--- config.mk ---
export PLATFORM = sky130hd
export DESIGN_NAME = mem_arbiter
export DESIGN_NICKNAME = d
export VERILOG_FILES = /design/src/rtl/mem_arbiter_pkg.sv /design/src/rtl/mem_arbiter_rr_arb2.sv /design/src/rtl/mem_arbiter.sv
export SDC_FILE = /design/constraint.sdc
export NUM_CORES = 1
export LEC_CHECK = 0
export CORE_AREA = 2 2 285 287
export CTS_CLUSTER_DIAMETER = 30
export CTS_CLUSTER_SIZE = 8
export DETAILED_ROUTE_END_ITERATION = 10
export DIE_AREA = 0 0 287 289
export REMOVE_ABC_BUFFERS = 1
export SYNTH_ARGS = -nofsm -noshare
export SYNTH_HDL_FRONTEND = slang
export SYNTH_SLANG_ARGS = --single-unit
--- constraint.sdc ---
create_clock -name clk -period 2.5 [get_ports clk]
set_input_delay 0.5 -clock clk [delete_from_list [all_inputs] [get_ports clk]]
set_output_delay 0.5 -clock clk [all_outputs]
set_load 0.01 [all_outputs]
--- src/rtl/mem_arbiter_pkg.sv ---
// Shared types and default widths for the iCache/dCache memory arbiter.
package mem_arbiter_pkg;

    localparam int MEM_ADDRESS_LEN   = 28;
    localparam int ICACHE_LINE_WIDTH = 128;

    typedef enum logic [1:0] {
        IDLE = 2'd0,
        BUSY = 2'd1,
        RESP = 2'd2
    } arb_state_e;

    typedef enum logic {
        GRANT_I = 1'b0,
        GRANT_D = 1'b1
    } requester_e;

endpackage

--- src/rtl/mem_arbiter_rr_arb2.sv ---
// Two-way round-robin decision: a lone requester wins, a tie goes to the
// requester that was not granted last. grant[0] selects I, grant[1] selects D.
module rr_arb2
    import mem_arbiter_pkg::*;
(
    input  logic       req_icache,
    input  logic       req_dcache,
    input  requester_e last_grant,
    output logic [1:0] grant
);

    always_comb begin
        grant = 2'b00;
        if (req_icache && req_dcache) begin
            grant = (last_grant == GRANT_D) ? 2'b01 : 2'b10;
        end else if (req_icache) begin
            grant = 2'b01;
        end else if (req_dcache) begin
            grant = 2'b10;
        end
    end

endmodule

--- src/rtl/mem_arbiter.sv ---
// Arbitrates iCache fills and dCache fills/write-backs onto a single memory
// port, one transaction outstanding at a time.
module mem_arbiter
    import mem_arbiter_pkg::*;
#(
    parameter int ADDR_W = MEM_ADDRESS_LEN,
    parameter int LINE_W = ICACHE_LINE_WIDTH
) (
    input  logic              clk,
    input  logic              reset,
    input  logic              reqI,
    input  logic [ADDR_W-1:0] reqAddrI,
    input  logic              reqD,
    input  logic              reqWrD,
    input  logic [ADDR_W-1:0] reqAddrD,
    input  logic [LINE_W-1:0] wrDataD,
    output logic              mem_req,
    output logic              mem_we,
    output logic [ADDR_W-1:0] mem_addr,
    output logic [LINE_W-1:0] mem_wdata,
    input  logic [LINE_W-1:0] mem_rdata,
    input  logic              mem_rdy,
    output logic [LINE_W-1:0] dataI,
    output logic              rdyI,
    output logic [LINE_W-1:0] dataD,
    output logic              rdyD
);

    arb_state_e        state_q, state_d;
    requester_e        owner_q, owner_d;
    requester_e        last_grant_q, last_grant_d;
    logic              just_done_q, just_done_d;
    logic [ADDR_W-1:0] addr_q, addr_d;
    logic              we_q, we_d;
    logic [LINE_W-1:0] wdata_q, wdata_d;
    logic [LINE_W-1:0] data_i_q, data_i_d;
    logic [LINE_W-1:0] data_d_q, data_d_d;

    logic              req_i_eff;
    logic              req_d_eff;
    logic [1:0]        grant;

    // A requester may still hold req in the idle cycle right after its rdy
    // pulse; mask it there so the finished transaction is not issued twice.
    assign req_i_eff = reqI && !(just_done_q && owner_q == GRANT_I);
    assign req_d_eff = reqD && !(just_done_q && owner_q == GRANT_D);

    rr_arb2 u_rr_arb2 (
        .req_icache (req_i_eff),
        .req_dcache (req_d_eff),
        .last_grant (last_grant_q),
        .grant      (grant)
    );

    always_comb begin
        state_d      = state_q;
        owner_d      = owner_q;
        last_grant_d = last_grant_q;
        just_done_d  = 1'b0;
        addr_d       = addr_q;
        we_d         = we_q;
        wdata_d      = wdata_q;
        data_i_d     = data_i_q;
        data_d_d     = data_d_q;

        case (state_q)
            IDLE: begin
                if (grant[1]) begin
                    state_d = BUSY;
                    owner_d = GRANT_D;
                    addr_d  = reqAddrD;
                    we_d    = reqWrD;
                    wdata_d = wrDataD;
                end else if (grant[0]) begin
                    state_d = BUSY;
                    owner_d = GRANT_I;
                    addr_d  = reqAddrI;
                    we_d    = 1'b0;
                    wdata_d = '0;
                end
            end
            BUSY: begin
                if (mem_rdy) begin
                    state_d = RESP;
                    if (!we_q) begin
                        if (owner_q == GRANT_D) begin
                            data_d_d = mem_rdata;
                        end else begin
                            data_i_d = mem_rdata;
                        end
                    end
                end
            end
            RESP: begin
                state_d      = IDLE;
                last_grant_d = owner_q;
                just_done_d  = 1'b1;
            end
            default: begin
                state_d = IDLE;
            end
        endcase
    end

    always_ff @(posedge clk) begin
        if (reset) begin
            state_q      <= IDLE;
            owner_q      <= GRANT_I;
            last_grant_q <= GRANT_D;
            just_done_q  <= 1'b0;
            addr_q       <= '0;
            we_q         <= 1'b0;
            wdata_q      <= '0;
            data_i_q     <= '0;
            data_d_q     <= '0;
        end else begin
            state_q      <= state_d;
            owner_q      <= owner_d;
            last_grant_q <= last_grant_d;
            just_done_q  <= just_done_d;
            addr_q       <= addr_d;
            we_q         <= we_d;
            wdata_q      <= wdata_d;
            data_i_q     <= data_i_d;
            data_d_q     <= data_d_d;
        end
    end

    assign mem_req   = (state_q == BUSY);
    assign mem_we    = we_q;
    assign mem_addr  = addr_q;
    assign mem_wdata = wdata_q;
    assign dataI     = data_i_q;
    assign dataD     = data_d_q;
    assign rdyI      = (state_q == RESP) && (owner_q == GRANT_I);
    assign rdyD      = (state_q == RESP) && (owner_q == GRANT_D);

endmodule

==> flow_metrics.env <==
export IMPL_status="finished, final reports clean"
export IMPL_port_buffers=733
export IMPL_synth_compound_area_share_pct=15.9
export IMPL_clkPwrFrac_pct=58.3
export IMPL_crit_required_ns=2.00
export IMPL_grt_start_max_net_pins=73
export IMPL_ys_seq_area_share_pct=56.7
export IMPL_period_needed_ns=2.39
export IMPL_finalPower_mw=22.8
export IMPL_synth_top_family_by_area="simple AND/OR/NAND/NOR gates"
export IMPL_clockBufferDepth=3
export IMPL_cp_start_kind="flip-flop"
export IMPL_path_clk_slew_ns=0.04
export IMPL_cts_sinks=418
export IMPL_cp_arrival_ns=1.89
export IMPL_cts_max_level=3
export IMPL_syn_to_final_growth_pct=84.9
export IMPL_vdd_ir_drop_max_v=0.000481
export IMPL_drt_iter0_drc=778
export IMPL_switching_share_pct=23.8
export IMPL_fin_cells=3783
export IMPL_leakage_nw=9.54
export IMPL_worst_hold_slack_ns=0.357
export IMPL_p_comb_share_pct=10.5
export IMPL_syn_area_um2=14700
export IMPL_drt_pass1_iter_count=5
export IMPL_synthMuxAreaShare_pct=0.0679
export IMPL_cts_buffers=100
export IMPL_start_util_pct=18.5
export IMPL_cts_tree="built"
export IMPL_wirelength_mm=71.0
export IMPL_intPower_mw=17.4
export IMPL_die_y_um=289
export IMPL_worst_pin_slew_ns=0.636
export IMPL_finClkSkew_ns=0.0198
export IMPL_hpwlAfterDp_mm=52.4
export IMPL_end_kind="primary output"
export IMPL_antenna_left=0
export IMPL_relSlewSlack_pct=57.6
export IMPL_hp_class="in -> reg"
export IMPL_power_density_nw_per_um2=836
export IMPL_p_switching_mw=5.41
export IMPL_coreArea_um2=79900
export IMPL_root_buffer="clkbuf_16"
export IMPL_num_vias=16001
export IMPL_track_usage_pct=16.2
export IMPL_antenna_found_initial=22
export IMPL_dieWidth_um=287
export IMPL_seqCellArea_um2=8370
export IMPL_ys_warn_count=0
export IMPL_power_frac_seq_pct=31.1
export IMPL_cp_max_fo=7
export IMPL_gp_congestion=0.847
export IMPL_wire_per_inst_um=18.8
export IMPL_finalCritPeriodShare_pct=95.5
export IMPL_finalHoldViolations=0
export IMPL_finalSetupViolCount=0
export IMPL_pin_count=734
export IMPL_synth_adder_area_share_pct=0
export IMPL_nets=2950
export IMPL_max_freq_ghz=0.419
export IMPL_synth_simple_gate_area_share_pct=22.8
export IMPL_drive_gt1_share_pct=9.72
export IMPL_drv_slew=0
export IMPL_grt_pass1_vias=15750
export IMPL_syn_avg_cell_area_um2=7.90
export IMPL_overflow=0
export IMPL_drc=0
export IMPL_synth_cell_type_count=22
export IMPL_synthXorXnorAreaFrac_pct=0
export IMPL_grt_pass1_wl_mm=102
export IMPL_path_class="reg -> out"
export IMPL_maxCapViolCount=0
export IMPL_fin_tns_setup_ns=0
export IMPL_multi_input_area_um2=5740
export IMPL_yosys_register_bits=418
export IMPL_dieArea_um2=82900
export IMPL_rsz0062_at_grt="false"
export IMPL_clkLatencyLatePin_ns=0.62
export IMPL_place_inst=3590
export IMPL_nFillCells=8230
export IMPL_finalInstanceArea_um2=27300
export IMPL_std_cell_rows=104
export IMPL_dpl_cell_area_um2=23800
export IMPL_syn_inst=1867
export IMPL_viasPerCell=4.23
==> worst max-delay path: stages, from the launching register on <==
cell and delay [ns]:
dfxtp_1 0.41, nor2b_4 0.26, clkdlybuf4s50_1 0.60
==> placed cells by master (no fill, tap or decap) <==
master	Yosys	routed
buf_12	0	27
clkinv_4	0	4
nand2_1	672	672
nand3b_1	1	1
clkbuf_16	0	101
bufinv_16	0	13
mux2i_1	1	1
and3b_1	1	1
dfxtp_2	0	2
a2111oi_4	1	1
and2_4	0	1
buf_8	0	1
clkbuf_8	0	17
dlymetal6s2s_1	0	1
nand4b_1	2	2
inv_1	1	1
nor2_1	32	32
a21boi_0	1	1
and4b_4	0	2
clkinv_2	0	24
nand2b_1	2	2
dfxtp_1	418	416
inv_16	0	3
clkdlybuf4s50_1	0	731
clkbuf_1	108	17
a21oi_1	415	415
clkinvlp_4	0	6
nor2b_4	0	1
a211o_1	1	1
buf_4	2	60
nand3_1	129	129
a2111o_2	0	1
diode_2	0	8
a211oi_1	28	28
==> power by group through the flow <==
stage	sequential, mW	clock, mW	combinational (mW)
after floorplan	7.30	0	0.633
after global placement	7.20	0	2.41
after detailed placement	7.20	0	2.41
after CTS	7.09	13.6	2.43
after global routing	7.11	13.9	2.59
final	7.09	13.3	2.40
==> kinds of logic (layout without fill, tap and decap cells) <==
group / after synthesis / after routing
DFF: 418 / 418
buffers and inverters: 158 / 1006
other: 0 / 8
and+or+nand+nor: 843 / 843
muxes: 1 / 1
AOI/OAI and AO/OA: 447 / 447
==> state kept, by name (all words and copies together), names as in the netlist <==
| name | count |
|---|---|
| state_q | 2 |
| last_grant_q | 1 |
| dataI | 128 |
| owner_q | 1 |
| just_done_q | 1 |
| mem_we | 1 |
| mem_addr | 28 |
| mem_wdata | 128 |
| dataD | 128 |
==> layer usage <==
metal  wire length [µm]  vias to the layer above  global-route usage (%)
met5                  0                        -                       0
met1              26100                     7423                    17.2
met2              35800                      705                    29.2
li1                   -                     7736                       -
met3               7080                      137                    6.43
met4               2050                        0                    5.60
==> synth_stat cells <==
cell	instances	area share, %
a211oi_1	28	1.4
a2111o_1	1	0.076
dfxtp_1	418	57
nor2b_1	1	0.042
inv_1	1	0.025
and3b_1	1	0.059
clkbuf_1	108	2.7
a211o_1	1	0.059
nand2b_1	2	0.085
buf_4	2	0.10
buf_2	47	1.6
nand2_1	672	17
nand3b_1	1	0.051
nand4b_1	2	0.12
nand3_1	129	4.4
a21boi_0	1	0.051
nor2_1	32	0.81
mux2i_1	1	0.068
and2_1	1	0.042
a21oi_1	415	14
a2111oi_4	1	0.19
and4b_1	2	0.14
==> repair_timing <==
item,in CTS,in global routing
setup buffers,0,0
hold buffers,0,0
gates resized for setup,1,4
endpoints found under the setup margin,2,3
pin swaps,0,0
==> per-stage QoR <==
stage,worst slack (ns),util (%)
after floorplan,-2.51,-
after global placement,0.0238,29.7
after detailed placement,-0.00937,29.7
after CTS,-0.0542,34.1
after global routing,0.0210,34.1
final,0.112,34.1
==> area by class of cell <==
type	count	share of cell area [%]
multi-input combinational	1291	21.0
clock buffer	135	10.4
sequential	418	30.7
tap	1060	4.86
clock inverter	50	2.39
antenna	8	0.0734
inverter	1	0.0138
timing repair buffer	820	30.6
==> path summary, 6_finish.rpt <==
kind,from,to,slack (ns),cells after the start
worst min-delay path,reset,mem_wdata[11],0.36,2
worst max register to register,owner_q,mem_wdata[103],0.56,6
worst max-delay path,state_q[0],mem_req,0.11,2
worst min register to register,dataI[69],dataI[69],0.45,2
Power figures use the tool's default switching activity.
